`src/rtl/uart_pkg.sv`:
```
// Shared UART constants: divisor widths, oversampling ratio, reset divisor.
// Reset divisor targets 115200 baud at 16x oversampling from a 50 MHz core clock.
// No logic; types and constants only.
package uart_pkg;

    localparam int UART_DIV_INT_W     = 16;
    localparam int UART_DIV_FRAC_W    = 4;
    localparam int UART_OVERSAMPLING  = 16;
    localparam int UART_RST_DIV_INT   = 27;
    localparam int UART_RST_DIV_FRAC  = 2;

    typedef struct packed {
        logic [UART_DIV_INT_W-1:0]  div_int;
        logic [UART_DIV_FRAC_W-1:0] div_frac;
    } baud_div_t;

endpackage

```
`src/rtl/baud_gen_frac.sv`:
```
// Fractional baud generator: os tick every DIV_INT + DIV_FRAC/2^FRAC_W clocks, bit tick every OVERSAMPLING os ticks.
// Ticks decode registered state with no extra latency; a loaded divisor takes effect on the next os tick.
// No backpressure; i_en low freezes the counters and suppresses ticks.
module baud_gen_frac
    import uart_pkg::*;
#(
    parameter int INT_W        = UART_DIV_INT_W,
    parameter int FRAC_W       = UART_DIV_FRAC_W,
    parameter int OVERSAMPLING = UART_OVERSAMPLING,
    parameter int RST_DIV_INT  = UART_RST_DIV_INT,
    parameter int RST_DIV_FRAC = UART_RST_DIV_FRAC
) (
    input  logic                            i_clk,
    input  logic                            i_rst,
    input  logic                            i_en,
    input  logic [INT_W-1:0]                i_div_int,
    input  logic [FRAC_W-1:0]               i_div_frac,
    input  logic                            i_div_load,
    input  logic                            i_restart,
    output logic                            o_os_tick,
    output logic                            o_bit_tick,
    output logic [$clog2(OVERSAMPLING)-1:0] o_os_idx
);

    localparam int IDX_W = $clog2(OVERSAMPLING);

    typedef struct packed {
        logic [INT_W-1:0]  div_int;
        logic [FRAC_W-1:0] div_frac;
    } div_t;

    localparam div_t RST_DIV = '{div_int: INT_W'(RST_DIV_INT), div_frac: FRAC_W'(RST_DIV_FRAC)};

    // Reload value for the down-counter; a divisor of 0 runs exactly like 1.
    function automatic logic [INT_W-1:0] eff_m1(input logic [INT_W-1:0] d);
        return (d == '0) ? '0 : d - INT_W'(1);
    endfunction

    div_t               act_q;
    div_t               shd_q;
    div_t               shd_nxt;
    div_t               tick_div;
    logic               pend_q;
    logic [INT_W-1:0]   cnt_q;
    logic [FRAC_W-1:0]  acc_q;
    logic [IDX_W-1:0]   idx_q;
    logic               cnt_zero;
    logic               os_tick;
    logic               idx_wrap;
    logic [FRAC_W:0]    frac_sum;
    logic [INT_W-1:0]   reload;

    always_comb begin
        shd_nxt  = i_div_load ? div_t'{div_int: i_div_int, div_frac: i_div_frac} : shd_q;
        tick_div = pend_q ? shd_q : act_q;
        cnt_zero = (cnt_q == '0);
        os_tick  = i_en & cnt_zero & ~i_restart & ~i_rst;
        idx_wrap = (idx_q == IDX_W'(OVERSAMPLING - 1));
        frac_sum = {1'b0, acc_q} + {1'b0, tick_div.div_frac};
        // The fractional carry stretches this period by one clock, keeping the long-run average exact.
        reload   = eff_m1(tick_div.div_int) + INT_W'(frac_sum[FRAC_W]);
    end

    always_ff @(posedge i_clk or posedge i_rst) begin
        if (i_rst) begin
            act_q  <= RST_DIV;
            shd_q  <= RST_DIV;
            pend_q <= 1'b0;
            cnt_q  <= eff_m1(RST_DIV.div_int);
            acc_q  <= '0;
            idx_q  <= '0;
        end else begin
            shd_q <= shd_nxt;
            if (i_restart) begin
                if (pend_q || i_div_load) begin
                    act_q <= shd_nxt;
                    cnt_q <= eff_m1(shd_nxt.div_int);
                end else begin
                    cnt_q <= eff_m1(act_q.div_int);
                end
                pend_q <= 1'b0;
                acc_q  <= '0;
                idx_q  <= '0;
            end else if (i_en) begin
                if (cnt_zero) begin
                    act_q  <= tick_div;
                    acc_q  <= frac_sum[FRAC_W-1:0];
                    cnt_q  <= reload;
                    idx_q  <= idx_wrap ? '0 : idx_q + IDX_W'(1);
                    pend_q <= i_div_load;
                end else begin
                    cnt_q <= cnt_q - INT_W'(1);
                    if (i_div_load) begin
                        pend_q <= 1'b1;
                    end
                end
            end else if (pend_q) begin
                // Frozen: there is no tick to wait for, so apply the divisor now.
                act_q  <= shd_q;
                cnt_q  <= eff_m1(shd_q.div_int);
                pend_q <= i_div_load;
            end else if (i_div_load) begin
                pend_q <= 1'b1;
            end
        end
    end

    assign o_os_tick  = os_tick;
    assign o_bit_tick = os_tick & idx_wrap;
    assign o_os_idx   = idx_q;

endmodule

```
`config.mk`:
```
export PLATFORM = sky130hd
export DESIGN_NAME = baud_gen_frac
export DESIGN_NICKNAME = d
export VERILOG_FILES = /design/src/rtl/uart_pkg.sv /design/src/rtl/baud_gen_frac.sv
export SDC_FILE = /design/constraint.sdc
export NUM_CORES = 1
export LEC_CHECK = 0
export ABC_AREA = 1
export CAP_MARGIN = 15
export CORE_AREA = 2 2 181 94
export CTS_CLUSTER_DIAMETER = 60
export CTS_CLUSTER_SIZE = 20
export DETAILED_ROUTE_END_ITERATION = 6
export DIE_AREA = 0 0 183 96
export SETUP_SLACK_MARGIN = 0.02
export SLEW_MARGIN = 20
export SYNTH_ARGS = -nofsm -noshare
export SYNTH_HDL_FRONTEND = slang
export SYNTH_SLANG_ARGS = --single-unit
export TNS_END_PERCENT = 30
```
`constraint.sdc`:
```
create_clock -name i_clk -period 3.5 [get_ports i_clk]
set_input_delay 0.35 -clock i_clk [delete_from_list [all_inputs] [get_ports i_clk]]
set_output_delay 0.35 -clock i_clk [all_outputs]
set_load 0.01 [all_outputs]
```
==> impl_metrics.yaml, run 1 <==
critical_path:
  cpLargestDelayFamily: "simple AND/OR/NAND/NOR gates"
  path_cells: "buf_12 > inv_2 > buf_6 > nand2_2 > nand2_2 > nor2_1 > nand2_2 > nor2_4 > a21oi_1 > ha_1 > ha_1 > inv_1 > nor2_4 > nand3_4 > nor2_4 > xor2_1 > nand2_1 > nand2_1 > nand2_1 > nand2_1 > nand2_1"
  crit_fanout: 33
  cp_slowest_cell: "dfrtp_1"
  crit_required_ps: 3740
  max_stage_delay_ps: 490
  arrival_ps: 3370
  worstSetupPathType: "reg -> reg"
  cp-end-kind: "flip-flop"
  cp-start-kind: "flip-flop"
  crit_top_cell: "nand2_1"
  critPathBufInv: 4
cts:
  htreeDepth: 3
  ctsRootBufferMaster: "clkbuf_16"
  cts_tree: "built"
  clk_latency_ps: 350
  cts_buffers: 9
  cts_buffer_depth: 2
  clkTransAtPathRegs_ps: 60
  cts_num_sinks: 65
  hold_buffers: 0
pwr:
  switching_share_pct: 42.0
  leakage_nw: 3.19
  peakVddDrop_v: 0.000216
  clockPowerShare_pct: 29.1
  pwr-share-seq_pct: 34.0
  intPower_mw: 1.67
  p_comb_share_pct: 37.0
  p_per_area_nw_per_um2: 415
  fin_total_pwr_mw: 2.88
  p_switching_mw: 1.21
timing:
  fin_tns_setup_ps: 0
  timing.hold.ws_ps: 320
  tightest_slew_ps: 805
  slew_headroom_pct: 46.3
  fmax_mhz: 319
  finalHoldViolations: 0
  slew_viol_final: 0
  rsz0062_at_grt: "false"
  min_period_ps: 3130
  setup_viol: 0
  skew_ps: 8.17
  timing.final.crit_share_pct: 89.4
synth:
  yosysSeqAreaShare_pct: 26.8
  synth-edff-count: 0
  syn_area_um2: 6120
  ys_seq_elements: 65
  synthCells: 937
  synth_fp_nets: 976
  synth_flop_cell: "dfrtp_1"
  synth_area_per_cell_um2: 6.53
  yosysWarningCount: 0
  async_flop_share_pct: 100
  synth_cell_types: 44
cells_and_area:
  final_nets: 1010
  layout.cells.non_filler: 1186
  antenna_cells_inserted: 0
  final_common_cell: "nand2_1"
  mostFrequentLayoutCells: "nand2_1 (231), inv_1 (106), nor2_1 (100)"
  drive_gt1_share_pct: 14.4
  area_growth_pct: 13.5
drt:
  routedWlPerCell_um: 18.1
  ant_nets: 0
  drt_wl_total_um: 21400
  drtIter0Drc: 740
  via_count: 6308
  via_per_inst: 5.32
  drc: 0
  firstDrtPassIters: 6
outcome:
  status: "completed"
floorplan:
  core_region_area_um2: 16000
  dieArea_um2: 17600
  pin_count: 31
  start_util_pct: 38.2
  chipHeight_um: 96
  rows: 33
  die_w_um: 183
global_routing:
  grt_pass1_vias: 5734
  grt_max_degree: 46
  grt_pass1_wl_um: 33800
  antenna_found_initial: 0
  grt_usage_pct: 25.9
  grt_remaining_overflow: 0
place:
  dp_cells: 1170
  port_buffers: 30
  place.gp.congestion: 0.970
  dpl.hpwl_um: 16900
job:
  drv_cap: 0
hold_path:
  hp-class: "in -> reg"
## cell usage after synthesis (2+ instances only)
library cell,count,area [um2]
dfstp_2,13,342
a21oi_1,40,200
nor2_4,8,90.1
buf_2,6,30.0
dfrtp_1,52,1300
inv_1,107,402
o21ai_0,71,355
nand2_2,32,200
o221ai_1,2,17.5
inv_2,7,26.3
buf_6,6,67.6
o211ai_1,25,188
a31oi_1,6,37.5
xor2_1,34,298
o22ai_1,8,50.1
nor4_1,3,18.8
xnor2_1,9,78.8
nand3_2,6,60.1
nor3_2,2,20.0
nand3_4,3,52.6
o21ai_1,14,70.1
a211oi_1,2,15.0
clkbuf_1,14,52.6
ha_1,13,163
o21ai_2,4,35.0
nor2_2,13,81.3
nand4_1,10,62.6
nor3_1,8,40.0
nand3_1,65,325
nand2_4,4,45.0
nand2_1,231,867
nor2_1,100,375
or2_2,7,43.8
o21a_1,2,15.0
## routing by layer
layer	global-route usage [%]	vias to the layer above	share of wire (%)
met5	2.00	-	0.21
met4	4.40	2	0.78
met3	10.8	17	14
met2	29.9	314	31
met1	41.6	2847	53
li1	-	3128	-
## worst paths after layout
| kind | from | endpoint | slack [ps] | depth (start not counted) |
|---|---|---|---|---|
| min in group asynchronous | i_rst | cnt_q[6]$_DFFE_PP0P_ | 560 | 2 |
| max | pend_q$_DFFE_PP0P_ | cnt_q[10]$_DFFE_PP0P_ | 370 | 21 |
| min | i_restart | o_os_idx[2]$_DFFE_PP0P_ | 320 | 2 |
| min reg2reg | cnt_q[4]$_DFFE_PP1P_ | cnt_q[4]$_DFFE_PP1P_ | 490 | 2 |
| max reg2reg | pend_q$_DFFE_PP0P_ | cnt_q[10]$_DFFE_PP0P_ | 370 | 21 |
| max in group asynchronous | i_rst | shd_q[8]$_DFF_PP1_ | 2080 | 3 |
## cell type report
class,count,area [um2]
inverters,115,432
fillers,1726,9070
clock inverters,7,37.5
clock buffers,9,225
well taps,210,263
repair buffers,52,477
multi-input cells,728,3870
flip-flops and latches,65,1640
## registers in the layout (all words and copies together), names as in the netlist
signal	flops
o_os_idx	4
acc_q	4
act_q	20
pend_q	1
cnt_q	16
shd_q	20
## per-stage QoR
stage               utilization, %  cell area, um2  worst slack [ps]
floorplan                        -            6120               349
global placement              41.7            6680               378
detailed placement            41.7            6680               329
CTS                           43.3            6940               320
global route                  43.4            6950              58.2
finish                        43.4            6950               370
## worst register-to-register path: cells and delay by family (launching register included)
family / cells / cell delay, ps
AO/OA/AOI/OAI: 1 / 160
XOR/XNOR: 1 / 160
adder cells (fa/ha/maj): 2 / 390
buffers and inverters: 4 / 620
flip-flops: 1 / 490
AND/OR/NAND/NOR: 13 / 1210
## timing repair
action / CTS / global route
endpoints found under the setup margin: 0 / 1
gates resized for setup: 0 / 2
buffers inserted: 0 / 0
## power groups by stage
stage / Combinational, mW / Sequential, mW / Clock (mW)
2_1_floorplan: 0.738 / 0.945 / 0
3_3_place_gp: 1.03 / 0.985 / 0
3_5_place_dp: 1.03 / 0.985 / 0
4_1_cts: 1.03 / 0.972 / 0.860
5_1_grt: 1.18 / 0.987 / 0.881
6_report: 1.06 / 0.978 / 0.838
## cells by family (layout without fill, tap and decap cells)
logic type      count (synthesis)  after routing  share of synthesized area [%]
simple gates                  494            494                           37.5
compound gates                177            177                           16.5
buf+inv                       144            183                           10.0
flops                          65             65                           26.8
xor+xnor                       43             43                           6.15
fa+ha+maj                      14             14                           2.98
(Power assumes the default switching activity.)
==> run 2: changes to the inputs <==
- GPL_TIMING_DRIVEN: unset -> 0
==> run 2 against run 1 <==
  * Global-route usage up 2.9 points
  * Combinational power increased by 5%
  * Sequential power fell by 0.4%
  * Register-to-register slack worse by 190 ps
  * Flip-flop and latch count is the same
  * Core utilization rose by 0.59 points
  * Final cell count increased by 0.59%
  * Sequential share of layout area down 0.30 points
  * Die area did not move
  * Largest power group unchanged
  * Highest routed layer is now met4
==> impl_metrics.yaml, run 2 (synthesis results as in run 1) <==
outcome:
  status: "completed"
place:
  place.gp.congestion: 1.01
  port_buffers: 29
  dp_cells: 1177
  placed_cell_area_um2: 6700
  pre_cts_ws_ps: -689
  dpl.hpwl_um: 19100
critical_path:
  crit_fanout: 19
  crit_required_ps: 3740
  r2r_end: "cnt_q[10]$_DFFE_PP0P_"
  arrival_ps: 3550
  reg2reg_from: "pend_q$_DFFE_PP0P_"
  r2r_cells: 19
  cp-end-kind: "flip-flop"
  cp-start-kind: "flip-flop"
  worstSetupPathType: "reg -> reg"
  cp-startpoint: "pend_q$_DFFE_PP0P_"
  reg2reg_slack_ps: 180
drt:
  drc: 0
  ant_nets: 0
  firstDrtPassIters: 5
  drtIter0Drc: 760
  wl_met1_um: 12100
  drt_wl_total_um: 23800
  routedWlPerCell_um: 19.9
  via_per_inst: 5.48
  wl_met2_um: 7830
  routed.top_layer: "met4"
  wl_met3_um: 3560
  via_count: 6538
pwr:
  peakVddDrop_v: 0.000259
  p_per_area_nw_per_um2: 431
  leakage_nw: 3.19
cts:
  cts_tree: "built"
  clkTransAtPathRegs_ps: 60
  ctsRootBufferMaster: "clkbuf_16"
  clk_latency_ps: 350
  cts_num_sinks: 65
  htreeDepth: 3
  cts_buffer_depth: 2
  hold_buffers: 0
  cts_buffers: 9
cells_and_area:
  final_cell_area_um2: 7040
  antenna_cells_inserted: 0
  layout.cells.non_filler: 1193
  final_nets: 1017
  final_common_cell: "nand2_1"
  mostFrequentLayoutCells: "nand2_1 (231), inv_1 (106), nor2_1 (100)"
  fillers: 1763
  area_growth_pct: 15.0
  reg.largest.list: "act_q: 20 flops, shd_q: 20 flops, cnt_q: 16 flops"
  drive_gt1_share_pct: 14.1
hold_path:
  min_to: "shd_q[10]$_DFF_PP0_"
  whs_path_depth: 2
  min_from: "i_div_load"
  hp-class: "in -> reg"
global_routing:
  grt_usage_pct: 28.8
  grt_pass1_wl_um: 36700
  antenna_found_initial: 0
  grt_max_degree: 39
  grt_pass1_vias: 6028
  grt_remaining_overflow: 0
floorplan:
  core_region_area_um2: 16000
  dieArea_um2: 17600
  pin_count: 31
  chipHeight_um: 96
  rows: 33
  start_util_pct: 38.2
  die_w_um: 183
timing:
  finalHoldViolations: 0
  worst_slack_ps: 184
  min_period_ps: 3320
  fmax_mhz: 302
  slew_viol_final: 0
  setup_viol: 0
  slew_headroom_pct: 43.8
  timing.final.crit_share_pct: 94.7
  rsz0062_at_grt: "true"
  tightest_slew_ps: 835
  timing.hold.ws_ps: 341
  skew_ps: 9.33
job:
  drv_cap: 0
==> run 2: cell types whose count changed in the layout (fill, tap and decap cells not counted), moves of 2 or more <==
| cell | previous run | this run |
|---|---|---|
| clkbuf_1 | 0 | 14 |
| ha_1 | 13 | 11 |
| clkinv_2 | 6 | 2 |
| buf_12 | 1 | 3 |
| buf_2 | 1 | 6 |
| buf_6 | 1 | 5 |
| buf_4 | 20 | 2 |
| ha_2 | 0 | 2 |
==> run 2: how the worst max path moves through the flow <==
stage,endpoint,slack [ps],cells after the start
6_report,cnt_q[10]$_DFFE_PP0P_,180,19
5_1_grt,o_bit_tick,20,8
4_1_cts,cnt_q[10]$_DFFE_PP0P_,40,20
3_5_place_dp,cnt_q[5]$_DFFE_PP0P_,-690,18
3_3_place_gp,cnt_q[5]$_DFFE_PP0P_,-740,18
2_1_floorplan,cnt_q[10]$_DFFE_PP0P_,350,21
==> run 2: through the flow <==
step	util [%]	setup TNS (ps)	power [mW]
6_report	43.9	0	3.03
5_1_grt	43.9	0	3.18
4_1_cts	43.8	0	2.99
3_5_place_dp	41.8	-8090	2.04
3_3_place_gp	41.7	-9680	2.03
2_1_floorplan	-	0	1.68
==> run 2: critical path, cell delays in order (launching register included) <==
cell     delay, ps
dfrtp_2        410
buf_6          150
buf_12         160
o21ai_4        200
ha_2           240
inv_1           50
fa_1           390
o21ai_1        160
ha_1           200
ha_2           200
inv_1           70
nor2_4         130
nand3_4        100
nor2_4         160
xor2_1         180
nand2_1         80
nand2_1        140
nand2_1         70
nand2_1         70
nand2_1         50
==> run 2: cell type report <==
| cell class | instances | area, um2 | area share, % |
|---|---|---|---|
| buffer | 28 | 186 | 2.65 |
| tap | 210 | 263 | 3.73 |
| timing repair buffer | 31 | 318 | 4.51 |
| multi-input combinational | 728 | 3900 | 55.4 |
| sequential | 65 | 1640 | 23.4 |
| inverter | 115 | 434 | 6.17 |
| clock buffer | 11 | 243 | 3.45 |
| clock inverter | 5 | 55.1 | 0.782 |
==> run 2: what timing repair did <==
item / 4_1_cts / 5_1_grt
resized for setup: 5 / 7
setup buffers: 0 / 1
pin swaps: 0 / 1
endpoints found under the setup margin: 16 / 15
==> run 2: routing by layer <==
layer	GRT usage (%)	up-vias
met4	5.47	0
met5	0	-
met1	45.7	3000
met3	11.2	26
met2	34.5	383
li1	-	3129
==> run 2: report_power, final <==
part	total (mW)	internal (mW)	leakage, nW	switching, mW
clock network	0.943	0.569	0.142	0.374
registers	0.974	0.864	0.769	0.110
logic	1.11	0.338	2.28	0.776
total	3.03	1.77	3.19	1.26
==> run 3: changes to the inputs <==
--- a/config.mk
+++ b/config.mk
@@ -16,3 +16,3 @@
 export SETUP_SLACK_MARGIN = 0.02
-export SLEW_MARGIN = 20
+export SLEW_MARGIN = 30
 export SYNTH_ARGS = -nofsm -noshare
--- a/constraint.sdc
+++ b/constraint.sdc
@@ -3,2 +3,2 @@
 set_output_delay 0.35 -clock i_clk [all_outputs]
-set_load 0.01 [all_outputs]
+set_load 0.1 [all_outputs]
==> run 3 against run 2 <==
  * Clock power is 1% higher
  * Register-to-register slack got worse by 30 ps
  * Total power rose by 0.40%
  * Final cell count hardly changed
  * Highest routed layer is now met5
  * Wire length is 1.2% higher
  * Critical path type unchanged
  * Largest cell class unchanged
  * Global-route usage up 0.11 points
  * Worst setup slack worse by 32 ps
  * Critical endpoint is now cnt_q[7]$_DFFE_PP0P_
  * Worst hold slack lost 12 ps
  * Fmax is 0.94% lower
==> impl_metrics.yaml, run 3 (synthesis results as in run 1) <==
cts:
  cts_num_sinks: 65
  hold_buffers: 0
  cts_buffers: 9
  ctsRootBufferMaster: "clkbuf_16"
  htreeDepth: 3
  clk_latency_ps: 360
  cts_tree: "built"
  clkTransAtPathRegs_ps: 60
  cts_buffer_depth: 2
outcome:
  status: "completed"
timing:
  tightest_slew_ps: 969
  skew_ps: 9.53
  slew_viol_final: 0
  timing.final.crit_share_pct: 95.6
  setup_viol: 0
  fmax_mhz: 299
  slew_headroom_pct: 35.2
  fin_tns_setup_ps: 0
  rsz0062_at_grt: "false"
  worst_slack_ps: 153
  min_period_ps: 3350
  finalHoldViolations: 0
critical_path:
  max_stage_delay_ps: 450
  cp-start-kind: "flip-flop"
  crit_required_ps: 3750
  cp_slowest_cell: "dfrtp_2"
  arrival_ps: 3600
  cpLargestDelayFamily: "simple AND/OR/NAND/NOR gates"
  path_cells: "buf_8 > buf_12 > o21ai_4 > ha_4 > inv_1 > fa_1 > o21ai_1 > ha_2 > inv_1 > nor2_1 > nand3_4 > nor2_2 > nand2_2 > or2_1 > nand3_1 > o2111ai_1 > nand2_1 > inv_1"
  critPathBufInv: 5
  cp-end-kind: "flip-flop"
  crit_top_cell: "inv_1"
  crit_fanout: 19
  worstSetupPathType: "reg -> reg"
floorplan:
  dieArea_um2: 17600
  start_util_pct: 38.2
  rows: 33
  die_w_um: 183
  core_region_area_um2: 16000
  chipHeight_um: 96
  pin_count: 31
place:
  port_buffers: 29
  place.gp.congestion: 1.03
  pre_cts_ws_ps: -819
  dp_cells: 1177
  dpl.hpwl_um: 19600
  placed_cell_area_um2: 6710
global_routing:
  use_met3_pct: 9.46
  grt_usage_pct: 28.9
  grt_pass1_wl_um: 36600
  met2_usage_pct: 35.3
  grt.busiest_layer: "met1"
  grt_max_degree: 43
  use_met1_pct: 46.8
  grt_pass1_vias: 5852
  grt_remaining_overflow: 0
  antenna_found_initial: 0
cells_and_area:
  layout.cells.non_filler: 1192
  area_growth_pct: 15.5
  antenna_cells_inserted: 0
  final_nets: 1016
  drive_gt1_share_pct: 14.5
  finish.utilization_pct: 44.1
  mostFrequentLayoutCells: "nand2_1 (230), inv_1 (106), nor2_1 (100)"
  reg.largest.list: "act_q: 20 flops, shd_q: 20 flops, cnt_q: 16 flops"
  final_common_cell: "nand2_1"
  final_cell_area_um2: 7070
  fillers: 1719
drt:
  drc: 0
  drt_wl_total_um: 24100
  ant_nets: 0
  drtIter0Drc: 903
  via_count: 6584
  via_per_inst: 5.52
  routedWlPerCell_um: 20.2
  firstDrtPassIters: 6
pwr:
  leakage_nw: 3.20
  peakVddDrop_v: 0.000269
  p_per_area_nw_per_um2: 431
hold_path:
  hp-class: "in -> reg"
job:
  drv_cap: 0
[run 3: area by class of cell]
class / count / area, um2 / area share [%]
Clock buffer: 11 / 243 / 3.43
Timing Repair Buffer: 30 / 315 / 4.46
Inverter: 115 / 434 / 6.14
Clock inverter: 5 / 55.1 / 0.779
Tap cell: 210 / 263 / 3.72
Buffer: 28 / 190 / 2.69
Sequential cell: 65 / 1640 / 23.3
Multi-Input combinational cell: 728 / 3920 / 55.5
[run 3: power breakdown]
group          internal, mW  switching (mW)  total [mW]
Combinational         0.340           0.771        1.11
Sequential            0.864           0.112       0.976
Clock                 0.569           0.387       0.956
Total                  1.77            1.27        3.04
[run 3: worst paths after layout]
kind                                      start                     to  slack (ps)  cells after the start
max reg2reg                  pend_q$_DFFE_PP0P_   cnt_q[7]$_DFFE_PP0P_         150                     18
min in group asynchronous                 i_rst  cnt_q[14]$_DFFE_PP0P_         450                      2
max in group asynchronous                 i_rst     shd_q[7]$_DFF_PP1_        2440                      3
max                          pend_q$_DFFE_PP0P_   cnt_q[7]$_DFFE_PP0P_         150                     18
min                                  i_div_load    shd_q[10]$_DFF_PP0_         330                      2
min reg2reg                act_q[1]$_DFFE_PP1P_   act_q[1]$_DFFE_PP1P_         500                      2
[run 3: repair_timing]
action,4_1_cts,5_1_grt
buffers inserted,0,0
pin swaps,0,3
gates resized for setup,10,13
endpoints found under the setup margin,17,14
[run 3: stage by stage]
stage               hold WS [ps]  power (mW)
floorplan                    470        1.68
global placement             487        2.03
detailed placement           496        2.04
CTS                          331        2.99
global route                 373        3.18
finish                       329        3.04
[run 3: worst reg2reg max path: cells and delay by family, from the launching register on]
family	cells	cell delay, ps
flip-flops	1	450
AND/OR/NAND/NOR	7	960
AO/OA/AOI/OAI	3	580
adder cells (fa/ha/maj)	3	790
buffers and inverters	5	460
[run 3: per-layer routing]
metal	part of all wire, %	vias up
met5	0.23	-
li1	-	3140
met1	52	3029
met4	0.74	2
met3	14	19
met2	33	394
